### src/rtl/microwave_pkg.sv
// Shared definitions for the microwave countdown timer.
//   BCD_W        width of one BCD digit
//   QUICK_TENS   seconds-tens digit loaded by quick start / added by +30 s
//   SEC_TENS_MAX largest legal seconds-tens digit while counting
//   state_t      controller state encoding (also driven on the state port)
package microwave_pkg;

    localparam int         BCD_W        = 4;
    localparam logic [3:0] QUICK_TENS   = 4'd3;
    localparam logic [3:0] SEC_TENS_MAX = 4'd5;

    typedef enum logic [2:0] {
        IDLE    = 3'd0,
        ENTRY   = 3'd1,
        RUNNING = 3'd2,
        PAUSED  = 3'd3,
        DONE    = 3'd4
    } state_t;

endpackage

### src/rtl/microwave_countdown_bcd_down_digit.sv
// One BCD digit of the countdown chain.
//   clock, clear   rising-edge clock, synchronous active-high reset
//   load/value_in  parallel load (wins over decrement)
//   dec_en         decrement request from the digit below (or the seconds tick)
//   value          registered digit
//   value_dec      value after this cycle's decrement; the top level builds
//                  its +30 s result from these so a same-cycle tick is honoured
//   borrow_out     decrement wrapping 0 -> RADIX-1, feeds the next digit up
//   zero           value == 0
module bcd_down_digit
    import microwave_pkg::*;
#(
    parameter int RADIX = 10
) (
    input  logic             clock,
    input  logic             clear,
    input  logic             load,
    input  logic [BCD_W-1:0] value_in,
    input  logic             dec_en,
    output logic [BCD_W-1:0] value,
    output logic [BCD_W-1:0] value_dec,
    output logic             borrow_out,
    output logic             zero
);

    localparam logic [BCD_W-1:0] TOP = BCD_W'(RADIX - 1);

    assign zero       = (value == '0);
    assign borrow_out = dec_en && zero;

    always_comb begin
        value_dec = value;
        if (dec_en) begin
            value_dec = zero ? TOP : value - BCD_W'(1);
        end
    end

    always_ff @(posedge clock) begin
        if (clear) begin
            value <= '0;
        end else if (load) begin
            value <= value_in;
        end else begin
            value <= value_dec;
        end
    end

endmodule

### src/rtl/microwave_countdown.sv
// M..M:SS microwave countdown timer with keypad entry, start/pause/cancel,
// quick start / +30 s, entry normalisation and a one-cycle done pulse.
//   clock, clear          rising-edge clock, synchronous active-high reset
//   digit_valid/digit_in  keypad BCD digit strobe (digits > 9 ignored)
//   start, stop           start/resume/+30 s and pause/cancel strobes
//   digits                BCD time, seconds ones in the low nibble
//   state, running, done  registered controller status
//   zero                  all digits zero (decoded from digits only)
//
// state   | meaning
// IDLE    | cleared, digits 0, waiting for keys or quick start
// ENTRY   | keypad digits being shifted in (sec tens may read 6..9)
// RUNNING | counting down one second per prescaler wrap
// PAUSED  | countdown frozen, digits and prescaler held
// DONE    | reached 0:00, done pulsed on entry
module microwave_countdown
    import microwave_pkg::*;
#(
    parameter int MIN_DIGITS    = 1,
    parameter int TICKS_PER_SEC = 100
) (
    input  logic                               clock,
    input  logic                               clear,
    input  logic                               digit_valid,
    input  logic [3:0]                         digit_in,
    input  logic                               start,
    input  logic                               stop,
    output logic [BCD_W*(MIN_DIGITS+2)-1:0]    digits,
    output logic [2:0]                         state,
    output logic                               running,
    output logic                               zero,
    output logic                               done
);

    localparam int ND = MIN_DIGITS + 2;
    localparam int DW = BCD_W * ND;
    localparam int PW = (TICKS_PER_SEC > 1) ? $clog2(TICKS_PER_SEC) : 1;
    localparam logic [PW-1:0] PRESC_LAST = PW'(TICKS_PER_SEC - 1);
    localparam logic [DW-1:0] QUICK_VALUE = DW'({QUICK_TENS, 4'd0});
    localparam logic [DW-1:0] MAX_VALUE   = {{(ND-2){4'd9}}, SEC_TENS_MAX, 4'd9};

    state_t          state_q;
    logic [PW-1:0]   presc_q;
    logic            presc_run;
    logic            tick;
    logic            key_ok;
    logic            entry_ok;
    logic            load;
    logic [DW-1:0]   load_value;
    logic [DW-1:0]   dec_value;
    logic [DW-1:0]   sum_value;
    logic [ND:0]     dec_chain;
    logic [ND-1:0]   digit_zero;
    logic            dec_zero;
    logic            unused_top_borrow;
    logic [4:0]      tens_sum;
    logic            carry;

    assign state    = state_q;
    assign zero     = &digit_zero;
    assign key_ok   = digit_valid && (digit_in <= 4'd9);
    assign entry_ok = (state_q == IDLE) || (state_q == ENTRY) || (state_q == DONE);

    // Stop takes the cycle, so a pending wrap is held rather than applied.
    assign presc_run = (state_q == RUNNING) && !stop;
    assign tick      = presc_run && (presc_q == PRESC_LAST);

    assign dec_chain[0]      = tick;
    assign dec_zero          = (dec_value == '0);
    assign unused_top_borrow = dec_chain[ND];

    for (genvar g = 0; g < ND; g++) begin : g_digit
        localparam int RADIX = (g == 1) ? 6 : 10;
        bcd_down_digit #(.RADIX(RADIX)) u_digit (
            .clock      (clock),
            .clear      (clear),
            .load       (load),
            .value_in   (load_value[BCD_W*g +: BCD_W]),
            .dec_en     (dec_chain[g]),
            .value      (digits[BCD_W*g +: BCD_W]),
            .value_dec  (dec_value[BCD_W*g +: BCD_W]),
            .borrow_out (dec_chain[g+1]),
            .zero       (digit_zero[g])
        );
    end

    // Shared adder: +30 s while running, +0 s to normalise an entry such as
    // 0:90. Seconds tens never exceeds 12 here, so one subtraction suffices.
    always_comb begin
        sum_value = dec_value;
        carry     = 1'b0;
        tens_sum  = {1'b0, dec_value[7:4]}
                  + ((state_q == RUNNING) ? {1'b0, QUICK_TENS} : 5'd0);
        if (tens_sum > {1'b0, SEC_TENS_MAX}) begin
            tens_sum = tens_sum - ({1'b0, SEC_TENS_MAX} + 5'd1);
            carry    = 1'b1;
        end
        sum_value[7:4] = tens_sum[3:0];
        for (int i = 2; i < ND; i++) begin
            if (carry) begin
                if (dec_value[BCD_W*i +: BCD_W] == 4'd9) begin
                    sum_value[BCD_W*i +: BCD_W] = 4'd0;
                end else begin
                    sum_value[BCD_W*i +: BCD_W] = dec_value[BCD_W*i +: BCD_W] + 4'd1;
                    carry = 1'b0;
                end
            end
        end
        if (carry) begin
            sum_value = MAX_VALUE;
        end
    end

    always_comb begin
        load       = 1'b0;
        load_value = '0;
        if (stop) begin
            load = (state_q != RUNNING);
        end else if (start) begin
            case (state_q)
                IDLE, DONE: begin
                    load       = 1'b1;
                    load_value = QUICK_VALUE;
                end
                ENTRY: begin
                    load       = !zero;
                    load_value = sum_value;
                end
                RUNNING: begin
                    load       = 1'b1;
                    load_value = sum_value;
                end
                default: ;
            endcase
        end else if (key_ok && entry_ok) begin
            load       = 1'b1;
            load_value = {digits[DW-BCD_W-1:0], digit_in};
        end
    end

    always_ff @(posedge clock) begin
        if (clear) begin
            presc_q <= '0;
        end else if ((stop && state_q != RUNNING) ||
                     (!stop && start && entry_ok)) begin
            presc_q <= '0;
        end else if (presc_run) begin
            presc_q <= tick ? '0 : presc_q + PW'(1);
        end
    end

    always_ff @(posedge clock) begin
        if (clear) begin
            state_q <= IDLE;
            running <= 1'b0;
            done    <= 1'b0;
        end else begin
            done <= 1'b0;
            if (stop) begin
                state_q <= (state_q == RUNNING) ? PAUSED : IDLE;
                running <= 1'b0;
            end else if (start) begin
                if (state_q != ENTRY || !zero) begin
                    state_q <= RUNNING;
                    running <= 1'b1;
                end
            end else if (key_ok && entry_ok) begin
                state_q <= ENTRY;
                running <= 1'b0;
            end else if (tick && dec_zero) begin
                state_q <= DONE;
                running <= 1'b0;
                done    <= 1'b1;
            end
        end
    end

endmodule

### config.mk
export PLATFORM = sky130hd
export DESIGN_NAME = microwave_countdown
export DESIGN_NICKNAME = d
export VERILOG_FILES = /design/src/rtl/microwave_pkg.sv /design/src/rtl/microwave_countdown_bcd_down_digit.sv /design/src/rtl/microwave_countdown.sv
export SDC_FILE = /design/constraint.sdc
export NUM_CORES = 1
export LEC_CHECK = 0
export CAP_MARGIN = 20
export CORE_MARGIN = 1
export CORE_UTILIZATION = 31
export DETAILED_ROUTE_END_ITERATION = 8
export GPL_ROUTABILITY_DRIVEN = 1
export GPL_TIMING_DRIVEN = 1
export PLACE_DENSITY = 0.62
export SYNTH_ARGS = -nofsm -noshare
export SYNTH_HDL_FRONTEND = slang
export SYNTH_SLANG_ARGS = --single-unit
### constraint.sdc
create_clock -name clock -period 5.6 [get_ports clock]
set_clock_uncertainty 0.05 [all_clocks]
set_input_delay 1.12 -clock clock [delete_from_list [all_inputs] [get_ports clock]]
set_output_delay 1.12 -clock clock [all_outputs]
set_load 0.01 [all_outputs]
# [Word level (Yosys, flattened, before mapping)]
# Cells that the tools add are included.
[op_classes] n_addsub=7 mul=0 div=0 magnitude_cmp=2 n_eq_ne=9 shifts=0 mux=37 n_bitwise=0 reduce_logical=32
[op_table] op="two-way mux 12 bit" count=4
[op_table] op="two-way mux 4 bit" count=12
[op_table] op="one-hot mux 12 bit (2 select lines)" count=1
[op_table] op="two-way mux 3 bit" count=5
[op_table] op="logical NOT 12 bit" count=1
[op_table] op="logical NOT 4 bit" count=3
[op_table] op="subtractor 4 x 1 -> 4 bit, second input constant" count=3
[op_table] op="two-way mux 1 bit" count=11
[op_table] op="logical AND 1 bit" count=10
[op_table] op="OR reduction 2 bit" count=4
[op_table] op="adder 7 x 1 -> 7 bit, second input constant" count=1
[op_table] op="equality test 7 bit, second input constant" count=1
[op_table] op="two-way mux 7 bit" count=1
[op_table] op="inequality test 3 x 1 -> 1 bit, second input constant" count=2
[op_table] op="adder 4 x 2 -> 5 bit" count=1
[op_table] op="greater-than comparator 5 x 3 -> 1 bit, second input constant" count=1
[op_table] op="adder 4 x 1 -> 4 bit, second input constant" count=1
[op_table] op="equality test 4 bit, second input constant" count=1
[op_table] op="<= comparator 4 bit, second input constant" count=1
[op_table] op="logical OR 1 bit" count=4
[op_table] op="two-way mux 2 bit" count=2
[op_table] op="AND reduction 2 bit" count=2
[op_table] op="nonzero test 4 bit" count=1
[op_table] op="OR reduction 4 bit" count=1
[op_table] op="12 further kinds" count=13
[word_totals] register_bits=24 latchBits=0 ramBits=0 romBits=0 input_bits=9 out_inout_bits=18 wordCells=94 n_memories=0

# [Longest topological paths before layout]
[depth] ltp_word=14 depth_mapped=18 ltp_nobuf=16

# [Cells and area by module]
# From an unflattened synthesis, not the netlist that was laid out.
[hier_totals] hier_cells=243 area_unflattened_um2=1979.4
[modules_own_cells] mod="microwave_countdown" instances=1 cells_per_inst=158 area_each_um2=1282.5 seq_area_each_um2=240.2
[modules_own_cells] mod="bcd_down_digit (g_digit[0].u_digit ...)" instances=2 cells_per_inst=29 area_each_um2=244.0 seq_area_each_um2=80.1
[modules_own_cells] mod="bcd_down_digit (g_digit[1].u_digit)" instances=1 cells_per_inst=27 area_each_um2=209.0 seq_area_each_um2=80.1

# [Worst setup path after synthesis]
# Ideal clock, no wire load.
[synth_path] path_kind="input-to-reg" start="input port stop" end="register g_digit[1].u_digit.value[2]" setup_time_ns=0.122 arrival_ns=4.597 slack_ns=0.831 path_stages=16 n_path_buf=2 cell_sequence="or4b_1 -> clkbuf_1 -> or4_1 -> buf_2 -> a21oi_1 -> ha_1 -> inv_1 -> fa_1 -> xor2_1 -> xnor2_1 -> ha_1 -> a21oi_1 -> a31oi_1 -> a21o_1 -> a211oi_1 -> a221o_1"
[synth_via] elab_chain_len=14 elab_cells_between_ends=21 cone_classes="add/sub (2); order compare (1); eq/ne (1); mux (12); reduce/logical (5)"
[synth_rtl] element="from (decl)" line="microwave_countdown.sv:27" rtl="input logic stop,"
[synth_rtl] element="logical NOT 1 bit" line="microwave_countdown.sv:65" rtl="assign presc_run = (state_q == RUNNING) && !stop;"
[synth_rtl] element="logical AND 1 bit" line="microwave_countdown.sv:65"
[synth_rtl] element="logical AND 1 bit" line="microwave_countdown.sv:66" rtl="assign tick = presc_run && (presc_q == PRESC_LAST);"
[synth_rtl] element="logical AND 1 bit" line="microwave_countdown_bcd_down_digit.sv:29" rtl="assign borrow_out = dec_en && zero;"
[synth_rtl] element="two-way mux 4 bit or logical AND 1 bit (tied branches)" line="microwave_countdown_bcd_down_digit.sv:33, microwave_countdown_bcd_down_digit.sv:29"
[synth_rtl] element="adder 4 x 2 -> 5 bit or two-way mux 4 bit (tied branches)" line="microwave_countdown.sv:93, microwave_countdown_bcd_down_digit.sv:33"
[synth_rtl] element="greater-than comparator 5 x 3 -> 1 bit or equality test 4 bit (tied branches)" line="microwave_countdown.sv:94, microwave_countdown.sv:101"
[synth_rtl] element="two-way mux 1 bit, on equally long branches" line="microwave_countdown.sv:94, microwave_countdown.sv:101"
[synth_rtl] element="two-way mux 1 bit" line="microwave_countdown.sv:100" rtl="if (carry) begin"
[synth_rtl] element="two-way mux 12 bit" line="microwave_countdown.sv:109" rtl="if (carry) begin"
[synth_rtl] element="one-hot mux 12 bit (2 select lines)" line="microwave_countdown.sv:120" rtl="case (state_q)"
[synth_rtl] element="two-way mux 12 bit" line="microwave_countdown.sv:119" rtl="end else if (start) begin"
[synth_rtl] element="two-way mux 12 bit" line="microwave_countdown.sv:117" rtl="if (stop) begin"
[synth_rtl] element="two-way mux 4 bit (*)" line="microwave_countdown_bcd_down_digit.sv:41" rtl="end else if (load) begin"
[synth_rtl] element="to (signal assigned)" line="microwave_countdown_bcd_down_digit.sv:42" rtl="value <= value_in;"
[synth_rtl] element="to (signal assigned)" line="microwave_countdown_bcd_down_digit.sv:44" rtl="value <= value_dec;"
[synth_rtl] element="to (decl)" line="microwave_countdown_bcd_down_digit.sv:20" rtl="output logic [BCD_W-1:0] value,"
# Mark *: on every way between the ends. The rest lies on a longest branch, timed or not.
# A chain may end at the register's enable or synchronous reset.

# [Worst setup path after layout]
[layout_path] start="input port stop" end="register g_digit[0].u_digit.value[3]"
[layout_via] elab_chain_len=14 elab_cells_between_ends=20 cone_classes="add/sub (1); order compare (1); eq/ne (1); mux (12); reduce/logical (5)"
[layout_rtl] element="logical NOT 1 bit" line="microwave_countdown.sv:65"
[layout_rtl] element="logical AND 1 bit" line="microwave_countdown.sv:65"
[layout_rtl] element="logical AND 1 bit" line="microwave_countdown.sv:66"
[layout_rtl] element="logical AND 1 bit" line="microwave_countdown_bcd_down_digit.sv:29"
[layout_rtl] element="two-way mux 4 bit or logical AND 1 bit (tied branches)" line="microwave_countdown_bcd_down_digit.sv:33, microwave_countdown_bcd_down_digit.sv:29"
[layout_rtl] element="adder 4 x 2 -> 5 bit or two-way mux 4 bit (tied branches)" line="microwave_countdown.sv:93, microwave_countdown_bcd_down_digit.sv:33"
[layout_rtl] element="greater-than comparator 5 x 3 -> 1 bit or equality test 4 bit (tied branches)" line="microwave_countdown.sv:94, microwave_countdown.sv:101"
[layout_rtl] element="two-way mux 1 bit, on equally long branches" line="microwave_countdown.sv:94, microwave_countdown.sv:101"
[layout_rtl] element="two-way mux 1 bit" line="microwave_countdown.sv:100"
[layout_rtl] element="two-way mux 12 bit" line="microwave_countdown.sv:109"
[layout_rtl] element="one-hot mux 12 bit (2 select lines)" line="microwave_countdown.sv:120"
[layout_rtl] element="two-way mux 12 bit" line="microwave_countdown.sv:119"
[layout_rtl] element="two-way mux 12 bit" line="microwave_countdown.sv:117"
[layout_rtl] element="two-way mux 4 bit (*)" line="microwave_countdown_bcd_down_digit.sv:41"
[layout_rtl] element="to (signal assigned)" line="microwave_countdown_bcd_down_digit.sv:42"
[layout_rtl] element="to (signal assigned)" line="microwave_countdown_bcd_down_digit.sv:44"
[layout_rtl] element="to (decl)" line="microwave_countdown_bcd_down_digit.sv:20"
# Marks and branches as above.

==> summary.md <==
| Metric | Value |
|---|---|
| Via density | 5.713 |
| Initial DRT Pass Iterations | 4 |
| Worst hold-check path type | reg2reg |
| Required @ worst endpoint | 5.74 ns |
| Synthesis warning total | 0 |
| Largest vdd supply drop | 0.00007724 V |
| Wire length of the first global-routing pass | 9135 um |
| Fraction of final layout cells sized beyond drive strength 1 | 0.08421 |
| Sink count of the clock tree | 24 |
| Syn_area_per_cell | 7.693 sq um |
| Synth Cell Area | 0.002023 sq mm |
| CTS-repair resized insts | 0 |
| Number of hold violations in the final report | 0 |
| Setup-violating endpoint count in the final report | 0 |
| Worst-path fanout max | 7 |
| Category of cells accounting for the largest share of critical-path delay | simple AND/OR/NAND/NOR gates |
| Std-Cell Rows | 29 |
| Vias in the first global route | 1,823 |
| Timing-limited maximum frequency | 199.5 MHz |
| Most frequently used flop master after synthesis | sky130_fd_sc_hd__dfxtp_1 |
| Total number of H-tree levels | 1 |
| Nets in the synthesized netlist | 282 |
| Final routed wirelength across all metal layers | 5752 um |
| Unrepaired setup endpoints after global routing | no |
| Antenna diode count | 0 |
| Starting DRC count in detailed routing | 150 |
| Largest net degree at the start of global routing | 14 |
| Count of mapped cells out of synthesis | 263 |
| Number of pins with negative max-slew slack in the final report | 0 |
| PnR Total Power | 0.3822 mW |
| Routability congestion estimate | 0.9110 |
| Antenna-violating nets left | 0 |
| Hold-critical path depth | 2 |
| Worst-case clock buffer depth | 2 |
| Crit path depth | 15 |
| Die area | 0.006853 sq mm |
| Flop and latch count out of synthesis | 24 |
| P_leak | 0.8330 nW |
| Std-Cell Core Area | 0.006314 sq mm |
| Worst-path cell with the longest stage delay | sky130_fd_sc_hd__or4b_1 |
| Number of synthesized flops with an enable pin | 0 |
| Post-Layout Inst Area | 0.002402 sq mm |
| Net total in the final layout | 306 |
| Setup TNS | 0 ns |
| Critical setup path kind | in2reg |
| Post-Place Cells | 359 |
| Total setup buffers inserted after CTS | 0 |
| Result of the run | completed |
| Smallest setup slack after layout | 0.5881 ns |
| Proportion of synthesized flip-flops having asynchronous set or reset | 0 |
| Final critical delay including setup and external delays | 5.012 ns |
| HPWL after DPL | 4415 um |
| Post-place instance area | 0.002361 sq mm |
| Startpoint type of the worst setup path | input port |
| Worst r2r path cells | 14 |
| Initial antenna violation count | 0 |
| Slew margin rel. | 0.4164 |
| Via count | 2,068 |
| Clk Tree Root Cell | sky130_fd_sc_hd__clkbuf_8 |
| GRT Overall Usage | 0.1747 |
| Input/output buffers | 26 |
| Power density over the cells | 159.1 mW/mm^2 |
| Post-synthesis to final-layout area growth | 18.74% |
| Number of fill cells in the layout | 683 |
| Final global-route overflow total | 0 |
| Clk_lat worst skew | 0.28 ns |
| Chip height | 82.79 um |
| Starting Density | 0.3205 |
| Clock edge transition at the registers on the reported setup and hold paths | 0.09 ns |
| Total of hold buffers inserted after clock tree synthesis | 0 |
| Buffer and inverter count on the worst path | 2 |
| Signal arrival time at the worst endpoint | 5.15 ns |
| Number of maximum-capacitance constraint violations | 0 |
| Number of ports placed on the die boundary | 27 |
| Clock buffers created by TritonCTS | 3 |
| Period Utilization, post-route | 0.8950 |
| Final Instance Count excl. Fillers | 362 |
| Sequential-to-total area share from yosys stat | 0.2375 |
| Worst Setup End Kind | flip-flop |
| Horiz. Die Dim | 82.79 um |
| Cells along the critical path | clkdlybuf4s50_1 > or4b_1 > or4_1 > a21oi_1 > ha_1 > inv_1 > fa_1 > xor2_1 > xnor2_1 > ha_1 > a21oi_1 > a31oi_1 > a21o_1 > nand2_1 > a311oi_1 |
| Clock tree from TritonCTS | yes |
| Routed length per instance | 15.89 um |
| Number of distinct library cells after synthesis | 57 |
| Post-Place Setup Slack | 0.3502 ns |
| Slew at the pin with the worst max-slew slack | 0.8687 ns |
| DRC viols | 0 |
| Highest cell delay on the worst timing path | 0.51 ns |
worst reg2reg max path, stage by stage (launching register included):
cell	delay (ns)
sky130_fd_sc_hd__dfxtp_1	0.43
sky130_fd_sc_hd__or4_1	0.73
sky130_fd_sc_hd__or4_1	0.61
sky130_fd_sc_hd__a21oi_1	0.22
sky130_fd_sc_hd__ha_1	0.20
sky130_fd_sc_hd__inv_1	0.05
sky130_fd_sc_hd__fa_1	0.39
sky130_fd_sc_hd__xor2_1	0.17
sky130_fd_sc_hd__xnor2_1	0.34
sky130_fd_sc_hd__ha_1	0.25
sky130_fd_sc_hd__a21oi_1	0.05
sky130_fd_sc_hd__a31oi_1	0.28
sky130_fd_sc_hd__a21o_1	0.27
sky130_fd_sc_hd__nand2_1	0.17
sky130_fd_sc_hd__a311oi_1	0.25
cell usage after synthesis (3+ instances only):
library cell,count,area share
sky130_fd_sc_hd__xnor2_1,8,0.035
sky130_fd_sc_hd__dfxtp_1,24,0.24
sky130_fd_sc_hd__or3_1,4,0.012
sky130_fd_sc_hd__a211oi_1,6,0.022
sky130_fd_sc_hd__nand4_1,5,0.015
sky130_fd_sc_hd__nand3_1,6,0.015
sky130_fd_sc_hd__or2_2,5,0.015
sky130_fd_sc_hd__mux2i_1,4,0.020
sky130_fd_sc_hd__ha_1,9,0.056
sky130_fd_sc_hd__a31oi_1,7,0.022
sky130_fd_sc_hd__clkbuf_1,8,0.015
sky130_fd_sc_hd__xor2_1,7,0.030
sky130_fd_sc_hd__inv_1,18,0.033
sky130_fd_sc_hd__nor4_1,7,0.022
sky130_fd_sc_hd__a21o_1,3,0.011
sky130_fd_sc_hd__buf_2,3,0.0074
sky130_fd_sc_hd__a21oi_1,7,0.017
sky130_fd_sc_hd__nor3_1,12,0.030
sky130_fd_sc_hd__nor2_1,29,0.054
sky130_fd_sc_hd__a311oi_1,5,0.022
sky130_fd_sc_hd__o21ai_0,13,0.032
sky130_fd_sc_hd__o211ai_1,5,0.019
sky130_fd_sc_hd__nand2_1,20,0.037
sky130_fd_sc_hd__o21ai_1,3,0.0074
sky130_fd_sc_hd__a21boi_0,3,0.011
cells by family after synthesis:
logic type	synth area share
buffers and inverters	0.06122
flip-flops	0.2375
AND/OR/NAND/NOR	0.2888
XOR/XNOR	0.06494
AO/OA/AOI/OAI	0.2511
adder cells (fa/ha/maj)	0.06555
multiplexers	0.03092
layout make-up:
cell class	instances	area, sq um	area share
multi-input combinational	209	1419	0.5906
inverter	18	67.56	0.02813
tap	77	96.34	0.04010
timing repair buffer	31	297.8	0.1240
clock buffer	3	41.29	0.01719
sequential	24	480.5	0.2000
final timing paths:
kind / start / endpoint / slack (ns)
setup reg to reg: g_digit[0].u_digit.value[0] / g_digit[0].u_digit.value[3] / 1.04
hold / removal: presc_q[1] / presc_q[1] / 0.45
setup / recovery: stop / g_digit[0].u_digit.value[3] / 0.59
hold reg to reg: presc_q[1] / presc_q[1] / 0.45
layer usage:
layer	share of wire	vias to the layer above	GRT usage
li1	-	1024	-
met1	0.46	984	0.2353
met4	0.014	0	0.04483
met3	0.055	7	0.02295
met5	0	-	0
met2	0.47	53	0.2918
sequential cells by signal, summed over array words and instances (netlist names):
register               cells
running                    1
state                      3
presc_q                    7
g_digit.u_digit.value     12
done                       1
where the power goes:
group | total, mW | switching (mW) | leakage (nW) | internal, mW
combinational | 0.0940 | 0.0548 | 0.617 | 0.0392
sequential | 0.180 | 0.00580 | 0.194 | 0.174
clock | 0.109 | 0.0602 | 0.0216 | 0.0484
total | 0.382 | 0.121 | 0.833 | 0.261
per-stage QoR:
step / hold slack (ns) / utilization
6_report: 0.4517 / 0.3805
3_5_place_dp: 0.4275 / 0.3740
4_1_cts: 0.4574 / 0.3805
2_1_floorplan: 0.4209 / -
3_3_place_gp: 0.4354 / 0.3740
5_1_grt: 0.4725 / 0.3805
cells in the final DEF (no fill, tap or decap), types with 4 or more instances in the layout:
cell / Yosys / routed
sky130_fd_sc_hd__nor2_1: 29 / 29
sky130_fd_sc_hd__or3_1: 4 / 4
sky130_fd_sc_hd__nand2_1: 20 / 20
sky130_fd_sc_hd__xnor2_1: 8 / 8
sky130_fd_sc_hd__nor3_1: 12 / 12
sky130_fd_sc_hd__a31oi_1: 7 / 7
sky130_fd_sc_hd__mux2i_1: 4 / 4
sky130_fd_sc_hd__a211oi_1: 6 / 6
sky130_fd_sc_hd__ha_1: 9 / 9
sky130_fd_sc_hd__buf_4: 0 / 5
sky130_fd_sc_hd__o211ai_1: 5 / 5
sky130_fd_sc_hd__or2_2: 5 / 5
sky130_fd_sc_hd__a21oi_1: 7 / 7
sky130_fd_sc_hd__nor4_1: 7 / 7
sky130_fd_sc_hd__xor2_1: 7 / 7
sky130_fd_sc_hd__nand3_1: 6 / 6
sky130_fd_sc_hd__nand4_1: 5 / 5
sky130_fd_sc_hd__dfxtp_1: 24 / 24
sky130_fd_sc_hd__o21ai_0: 13 / 13
sky130_fd_sc_hd__clkdlybuf4s50_1: 0 / 26
sky130_fd_sc_hd__inv_1: 18 / 18
sky130_fd_sc_hd__a311oi_1: 5 / 5
No activity file was read; power rests on OpenSTA's default activity.
